$ cat src/rtl/riscv_ctrl_pkg.sv
// Shared encodings for the multicycle RV32 control path.
// Holds opcodes, the FSM state enum and the mux/ALU select codes.
// No logic beyond the wait-state helper.
package riscv_ctrl_pkg;

  localparam logic [6:0] OP_LW  = 7'b0000011;
  localparam logic [6:0] OP_SW  = 7'b0100011;
  localparam logic [6:0] OP_R   = 7'b0110011;
  localparam logic [6:0] OP_I   = 7'b0010011;
  localparam logic [6:0] OP_BEQ = 7'b1100011;
  localparam logic [6:0] OP_JAL = 7'b1101111;

  typedef enum logic [3:0] {
    S_FETCH, S_DECODE, S_MEMADR, S_MEMREAD, S_MEMWRITE, S_MEMWB,
    S_EXECR, S_EXECI, S_ALUWB, S_BEQ, S_JAL
  } state_t;

  localparam logic [1:0] IMM_I = 2'b00;
  localparam logic [1:0] IMM_S = 2'b01;
  localparam logic [1:0] IMM_B = 2'b10;
  localparam logic [1:0] IMM_J = 2'b11;

  localparam logic [1:0] SRCA_PC    = 2'b00;
  localparam logic [1:0] SRCA_OLDPC = 2'b01;
  localparam logic [1:0] SRCA_RS1   = 2'b10;

  localparam logic [1:0] SRCB_RS2 = 2'b00;
  localparam logic [1:0] SRCB_IMM = 2'b01;
  localparam logic [1:0] SRCB_4   = 2'b10;

  localparam logic [1:0] ALU_ADD   = 2'b00;
  localparam logic [1:0] ALU_SUB   = 2'b01;
  localparam logic [1:0] ALU_FUNCT = 2'b10;

  localparam logic [1:0] RES_ALUOUT = 2'b00;
  localparam logic [1:0] RES_RDATA  = 2'b01;
  localparam logic [1:0] RES_ALURES = 2'b10;

  // States that hold a memory request open until mem_ready.
  function automatic logic is_wait(input state_t s);
    return (s == S_FETCH) || (s == S_MEMREAD) || (s == S_MEMWRITE);
  endfunction

endpackage

$ cat src/rtl/mem_wait_timer.sv
// Counts cycles spent stalled in a memory-wait state; flags the abort cycle.
// Latency: timeout is combinational from the current count and mem_ready.
// Backpressure: none; mem_ready in the abort cycle suppresses the timeout.
module mem_wait_timer #(
  parameter int TIMEOUT = 16,
  parameter int CNT_W   = 5
) (
  input  logic clk,
  input  logic rst,
  input  logic in_wait,
  input  logic ready,
  input  logic chg,
  output logic timeout
);

  localparam logic [CNT_W-1:0] LAST = CNT_W'(TIMEOUT - 1);

  logic [CNT_W-1:0] cnt;

  assign timeout = (TIMEOUT > 0) && in_wait && !ready && (cnt == LAST);

  // Clear on state change or abort, count stalled wait cycles otherwise.
  always_ff @(posedge clk or posedge rst) begin
    if (rst) begin
      cnt <= '0;
    end else if (chg || timeout) begin
      cnt <= '0;
    end else if (in_wait && !ready) begin
      cnt <= cnt + CNT_W'(1);
    end
  end

endmodule

$ cat src/rtl/multicycle_controller.sv
// Control FSM for the multicycle RV32 core (lw, sw, R, I, beq, jal).
// Latency: 3-5 states per instruction plus memory stall cycles.
// Backpressure: FETCH/MEMREAD/MEMWRITE hold until mem_ready or timeout.
module multicycle_controller
  import riscv_ctrl_pkg::*;
#(
  parameter int TIMEOUT = 16,
  parameter int CNT_W   = 5
) (
  input  logic       clk,
  input  logic       rst,
  input  logic [6:0] op,
  input  logic       zero,
  input  logic       mem_ready,
  output logic       mem_req,
  output logic       MemWrite,
  output logic       AdrSrc,
  output logic       IRWrite,
  output logic       PCWrite,
  output logic       RegWrite,
  output logic [1:0] ImmSrc,
  output logic [1:0] ALUSrcA,
  output logic [1:0] ALUSrcB,
  output logic [1:0] AluOp,
  output logic [1:0] ResultSrc,
  output logic       retire,
  output logic       illegal,
  output logic       bus_err
);

  state_t state, state_n;
  logic   timeout;
  logic   pcupdate, branch;

  mem_wait_timer #(.TIMEOUT(TIMEOUT), .CNT_W(CNT_W)) u_timer (
    .clk     (clk),
    .rst     (rst),
    .in_wait (is_wait(state)),
    .ready   (mem_ready),
    .chg     (state_n != state),
    .timeout (timeout)
  );

  // State register.
  always_ff @(posedge clk or posedge rst) begin
    if (rst) state <= S_FETCH;
    else     state <= state_n;
  end

  // Next state and control decode; everything is forced low during reset.
  always_comb begin
    state_n   = state;
    mem_req   = 1'b0;
    MemWrite  = 1'b0;
    AdrSrc    = 1'b0;
    IRWrite   = 1'b0;
    RegWrite  = 1'b0;
    ImmSrc    = IMM_I;
    ALUSrcA   = SRCA_PC;
    ALUSrcB   = SRCB_RS2;
    AluOp     = ALU_ADD;
    ResultSrc = RES_ALUOUT;
    retire    = 1'b0;
    illegal   = 1'b0;
    bus_err   = 1'b0;
    pcupdate  = 1'b0;
    branch    = 1'b0;
    case (state)
      S_FETCH: begin
        mem_req   = 1'b1;
        ALUSrcB   = SRCB_4;
        ResultSrc = RES_ALURES;
        IRWrite   = mem_ready;
        pcupdate  = mem_ready;
        if (mem_ready) state_n = S_DECODE;
      end
      S_DECODE: begin
        ALUSrcA = SRCA_OLDPC;
        ALUSrcB = SRCB_IMM;
        ImmSrc  = (op == OP_JAL) ? IMM_J : IMM_B;
        case (op)
          OP_LW, OP_SW: state_n = S_MEMADR;
          OP_R:         state_n = S_EXECR;
          OP_I:         state_n = S_EXECI;
          OP_BEQ:       state_n = S_BEQ;
          OP_JAL:       state_n = S_JAL;
          default: begin
            state_n = S_FETCH;
            illegal = 1'b1;
          end
        endcase
      end
      S_MEMADR: begin
        ALUSrcA = SRCA_RS1;
        ALUSrcB = SRCB_IMM;
        if (op == OP_SW) begin
          ImmSrc  = IMM_S;
          state_n = S_MEMWRITE;
        end else begin
          state_n = S_MEMREAD;
        end
      end
      S_MEMREAD: begin
        mem_req = 1'b1;
        AdrSrc  = 1'b1;
        if (mem_ready) state_n = S_MEMWB;
      end
      S_MEMWRITE: begin
        mem_req  = 1'b1;
        AdrSrc   = 1'b1;
        MemWrite = 1'b1;
        if (mem_ready) begin
          retire  = 1'b1;
          state_n = S_FETCH;
        end
      end
      S_MEMWB: begin
        ResultSrc = RES_RDATA;
        RegWrite  = 1'b1;
        retire    = 1'b1;
        state_n   = S_FETCH;
      end
      S_EXECR: begin
        ALUSrcA = SRCA_RS1;
        ALUSrcB = SRCB_RS2;
        AluOp   = ALU_FUNCT;
        state_n = S_ALUWB;
      end
      S_EXECI: begin
        ALUSrcA = SRCA_RS1;
        ALUSrcB = SRCB_IMM;
        ImmSrc  = IMM_I;
        AluOp   = ALU_FUNCT;
        state_n = S_ALUWB;
      end
      S_ALUWB: begin
        RegWrite = 1'b1;
        retire   = 1'b1;
        state_n  = S_FETCH;
      end
      S_BEQ: begin
        ALUSrcA = SRCA_RS1;
        ALUSrcB = SRCB_RS2;
        AluOp   = ALU_SUB;
        branch  = 1'b1;
        retire  = 1'b1;
        state_n = S_FETCH;
      end
      S_JAL: begin
        ALUSrcA  = SRCA_OLDPC;
        ALUSrcB  = SRCB_4;
        pcupdate = 1'b1;
        state_n  = S_ALUWB;
      end
      default: state_n = S_FETCH;
    endcase
    // A stalled access that hits the limit is abandoned with no side effects.
    if (timeout) begin
      bus_err  = 1'b1;
      MemWrite = 1'b0;
      IRWrite  = 1'b0;
      pcupdate = 1'b0;
      state_n  = S_FETCH;
    end
    PCWrite = pcupdate | (branch & zero);
    if (rst) begin
      mem_req   = 1'b0;
      MemWrite  = 1'b0;
      AdrSrc    = 1'b0;
      IRWrite   = 1'b0;
      PCWrite   = 1'b0;
      RegWrite  = 1'b0;
      ImmSrc    = 2'b00;
      ALUSrcA   = 2'b00;
      ALUSrcB   = 2'b00;
      AluOp     = 2'b00;
      ResultSrc = 2'b00;
      retire    = 1'b0;
      illegal   = 1'b0;
      bus_err   = 1'b0;
    end
  end

endmodule

$ cat config.mk
export PLATFORM = sky130hd
export DESIGN_NAME = multicycle_controller
export DESIGN_NICKNAME = d
export VERILOG_FILES = /design/src/rtl/riscv_ctrl_pkg.sv /design/src/rtl/mem_wait_timer.sv /design/src/rtl/multicycle_controller.sv
export SDC_FILE = /design/constraint.sdc
export NUM_CORES = 1
export LEC_CHECK = 0
export ABC_AREA = 0
export BUFFER_PORTS_ARGS = -buffer_cell sky130_fd_sc_hd__buf_2
export CAP_MARGIN = 40
export CORE_UTILIZATION = 59
export CTS_BUF_LIST = sky130_fd_sc_hd__clkbuf_4 sky130_fd_sc_hd__clkbuf_8
export CTS_CLUSTER_DIAMETER = 40
export CTS_CLUSTER_SIZE = 28
export DETAILED_ROUTE_END_ITERATION = 7
export PLACE_DENSITY = 0.95
export SLEW_MARGIN = 20
export SYNTH_ARGS = -nofsm -noshare
export SYNTH_HDL_FRONTEND = slang
export SYNTH_HIERARCHICAL = 1
export SYNTH_SLANG_ARGS = --single-unit
$ cat constraint.sdc
create_clock -name clk -period 5.8 [get_ports clk]
set_input_delay 0.87 -clock clk [delete_from_list [all_inputs] [get_ports clk]]
set_output_delay 0.87 -clock clk [all_outputs]
set_load 0.01 [all_outputs]
### Word-level counts from Yosys, hierarchy flattened

Index checks and enable logic that the tools add are counted.

* register bits after elaboration: 9
* bits of input ports: 11
* output and inout bits: 19
* word-level logic and storage cells: 88

* add/sub/neg operators: 1
* equal/unequal tests: 18
* muxes and demuxes: 45
* bitwise gates (word level): 2
* reduce and logical (&&, ||, !) cells: 20

Operator list (count)
* $mux W1: 24
* $pmux W4 S6: 1
* $pmux W2 S2: 5
* $pmux W4 S5: 1
* $eq A4 B3 Y1 const B: 4
* $mux W4: 4
* $eq A7 B6 Y1 const B: 2
* $eq A7 B7 Y1 const B: 2
* $eq A4 B4 Y1 const B: 3
* $reduce_or A2 Y1: 6
* $reduce_or A3 Y1: 4
* $mux W2: 5
* $mux W5: 2
* $eq A4 B2 Y1 const B: 2
* $eq A7 B2 Y1 const B: 1
* $eq A7 B5 Y1 const B: 1
* $reduce_or A6 Y1: 1
* $add A5 B1 Y5 const B: 1
* $eq A5 B4 Y1 const B: 1
* $eq A4 B1 Y1 const B: 1
* $logic_not A4 Y1: 1
* $ne A4 B4 Y1: 1
* $pmux W1 S2: 2
* $reduce_or A4 Y1: 1
* other kinds (7): 10

### Depth between registers and ports, before layout

* depth after elaboration: 9
* gate-level depth with buffers: 14
* mapped depth without buffers: 11

### Cells and area by module

Netlist, hierarchy kept.

Modules (own cells, without submodules)
* multicycle_controller: instances 1, cells an instance 133, area each 863.3 um2, sequential area each 100.1 um2
* mem_wait_timer: instances 1, cells an instance 32, area each 299.0 um2, sequential area each 125.1 um2

### Least setup slack after synthesis

OpenSTA, ideal clock, no wires.

* path kind: register -> output
* from: register state[0]
* to: output port PCWrite
* data arrival time: 2004 ps
* required time: 4930 ps
* setup slack: 2926 ps
* cell stages (with the launch flop): 11
* path buffers: 3
* cell sequence: dfrtp_1 -> buf_4 -> or2_2 -> a21oi_1 -> nand2b_4 -> buf_6 -> nor2_1 -> buf_2 -> nor2_1 -> and3_1 -> a21o_1

* cells in the longest elaborated chain, start to end: 8
* elaborated cells on any way between the ends: 15
* classes of those cells: eq/ne: 4; mux: 4; bitwise: 2; reduce/logical: 5

RTL lines
* start, declared: RTL line multicycle_controller.sv:31 `state_t state, state_n;`
* start signal, assigned: RTL line multicycle_controller.sv:47 `else state <= state_n;`
* $eq A4 B2 Y1 or $logic_not A4 Y1 (tied branches): RTL line riscv_ctrl_pkg.sv:41 `return (s == S_FETCH) || (s == S_MEMREAD) || (s == S_MEMWRITE);`
* $logic_or A1 B1 Y1: RTL line riscv_ctrl_pkg.sv:41
* $logic_or A1 B1 Y1 (*): RTL line riscv_ctrl_pkg.sv:41
* $logic_and A1 B1 Y1 (*) (2 in series): RTL line mem_wait_timer.sv:20 `assign timeout = (TIMEOUT > 0) && in_wait && !ready && (cnt == LAST);`
* via timeout: RTL line multicycle_controller.sv:32 `logic timeout;`
* $mux W1 (*): RTL line multicycle_controller.sv:158 `if (timeout) begin`
* $or A1 B1 Y1 (*): RTL line multicycle_controller.sv:165 `PCWrite = pcupdate | (branch & zero);`
* $mux W1 (*): RTL line multicycle_controller.sv:166 `if (rst) begin`
* end, declared: RTL line multicycle_controller.sv:19 `output logic PCWrite,`

The timed path passes the listed nets; every way through them passes the cells marked *.

### Final worst setup path

* from: register state[1]
* to: output port PCWrite

Same word-level chain as after synthesis.

==> metrics.yaml <==
run_status:
  status: "completed"
cts:
  postCtsSetupRepairBufs: 0
  clk_latency_ns: 0.26
  clockBufferDepth: 2
  cts-root-buf: "clkbuf_4"
  path_clk_slew_ns: 0.06
  cts_buffers: 3
  cts_tree: "built"
  cts.sinks: 9
  cts-resized-gates: 0
  h-tree-depth: 1
  holdBufCountCts: 0
sta:
  min_period_ns: 3.683
  drv_slew: 0
  finClkSkew_ns: 0.006710
  tns_ns: 0
  rsz0062_at_grt: "no"
  period_share: 0.6350
  hold_ws_ns: 0.5210
  finalSetupViolations: 0
  max-slew-margin-rel: 0.5195
  hold_viol_final: 0
  worstMarginPinSlew_ns: 0.7208
  fmax_mhz: 271.5
pwr:
  seq_power_share: 0.310
  p_sw_frac: 0.4758
  power.total_mw: 0.3528
  pwr-share-comb: 0.558
  internal_power_mw: 0.1849
  clockPowerShare: 0.132
  powerDensity_mw_per_mm2: 272.9
  power.switching_mw: 0.1678
  p_leak_nw: 0.5991
  max-vdd-ir-drop_uv: 241.0
logic_synthesis:
  synth_ff_type: "dfrtp_1"
  ys_seq_elements: 9
  synthCells: 165
  netlist_top_cells_count: "nor2_1, a21oi_1, nand2_1"
  yosys.area.top_type_share: 0.1938
  synth_most_common_cell: "nor2_1"
  netlist_area_mm2: 0.001162
  synth_area_leaders: "dfrtp_1, a21oi_1, nor2_1"
  synth-edff-count: 0
  synth_nets: 178
  async_reset_ff_frac: 1.000
  yosysTopAreaCell: "dfrtp_1"
  synth_warnings: 6
  synth_cell_types: 48
  syn_area_per_cell_um2: 7.045
  ys_seq_area_frac: 0.1938
grt:
  track_usage: 0.2731
  antenna_found_initial: 0
  grt_max_degree: 24
  grt_pass1_wl_um: 4236
  gr-total-overflow: 0
  first_global_vias: 1056
cells_and_area:
  seq_area_um2: 225.2
  diodes: 0
  areaGrowthSynthToFinish_pct: 11.19
  nets: 200
  multi_input_area_um2: 848.3
  fillers: 146
  utilization: 0.7249
  drive_above_1_share: 0.2634
job:
  maxCapViolCount: 0
place:
  gp_congestion: 0.8753
  hpwl_um: 2160
  io_buffers: 29
die:
  dieArea_mm2: 0.002152
  design.core.area_mm2: 0.001783
  ioPinCount: 30
  row_count: 15
  die_h_um: 46.39
  die_w_um: 46.39
  start_util: 0.6519
setup_path:
  crit_path_end_kind: "output port"
  crit_type: "reg -> out"
  crit_required_ns: 4.93
  crit_path_start_kind: "register"
  cp.arrival_ns: 2.81
  worst-path-max-fanout: 22
detailed_routing:
  dr_total_vias: 1239
  ant_nets: 0
  remaining_drc_errors: 0
  drt_pass1_iterations: 5
  viasPerCell: 5.872
  routed_wl_um: 2784
  dr.first_iter.drc_count: 32
  wl_per_cell_um: 13.19
hold_path:
  hold_class: "reg -> reg"
## power by group through the flow
stage                     clock network [mW]  logic [mW]  registers (mW)
final                                 0.0467       0.197           0.109
after CTS                             0.0490       0.195           0.108
after global placement                     0       0.189           0.107
after floorplan                            0       0.186          0.0808
after global routing                  0.0523       0.219           0.112
after detailed placement                   0       0.195           0.110
## sequential cells by signal (all words and copies together) (netlist names)
register	cells
state	4
u_timer/cnt	5
## stage by stage
stage	cells	instance area (um2)	worst slack [ns]
final	211	1292	2.117
after global routing	211	1292	1.872
after CTS	211	1292	2.148
after detailed placement	207	1265	2.423
after global placement	207	1265	2.555
after floorplan	165	1162	2.926
## critical path: stages (launching register included)
cell and delay, ns:
dfrtp_1 0.77, nor2b_1 0.29, nand2_1 0.09, a21oi_1 0.27
nand2b_4 0.12, nor2_1 0.42, nor2_1 0.11, and3_1 0.21
a21o_1 0.14, buf_2 0.13
## path summary, 6_finish.rpt
path,from,end,slack (ns),cells after the start
worst min-delay path,u_timer/cnt[4],u_timer/cnt[4],0.52,2
min in group asynchronous,rst,state[2],0.62,2
worst max-delay path,state[1],PCWrite,2.12,9
max in group asynchronous,rst,u_timer/cnt[2],5.00,2
worst max register to register,state[1],u_timer/cnt[3],2.47,11
worst min register to register,u_timer/cnt[4],u_timer/cnt[4],0.52,2
## per-layer routing
metal | vias up | part of all wire | global-route usage
met5 | - | 0 | 0
met4 | 0 | 0.0079 | 0.1235
met3 | 4 | 0.052 | 0.03922
met2 | 50 | 0.51 | 0.4889
met1 | 561 | 0.43 | 0.3140
li1 | 624 | - | -
## cells in the final DEF, fill, tap and decap left out, drive strengths merged, types with 5 or more instances in the layout
| cell type | synthesis | final |
|---|---|---|
| nand2b | 8 | 8 |
| or3 | 5 | 5 |
| nor2 | 23 | 23 |
| nor2b | 7 | 7 |
| a211oi | 5 | 5 |
| buf | 9 | 29 |
| dfrtp | 9 | 9 |
| nand2 | 14 | 14 |
| nor3 | 9 | 9 |
| o21ai | 13 | 13 |
| a21oi | 18 | 18 |
## cell families (layout without fill, tap and decap cells)
family	after synthesis	after routing	share of synthesized area
compound gates	46	46	0.2487
xor+xnor	1	1	0.007536
mux	1	1	0.008612
fa+ha+maj	2	2	0.02153
flops	9	9	0.1938
buf+inv	16	37	0.07641
simple gates	90	90	0.4435
## cell type report
| type | instances | area share |
|---|---|---|
| multi-input combinational | 140 | 0.6563 |
| tap | 25 | 0.02420 |
| sequential | 9 | 0.1742 |
| inverter | 4 | 0.01162 |
| timing repair buffer | 29 | 0.1123 |
| clock buffer | 3 | 0.01742 |
| clock inverter | 1 | 0.003872 |
(Power assumes the default switching activity.)
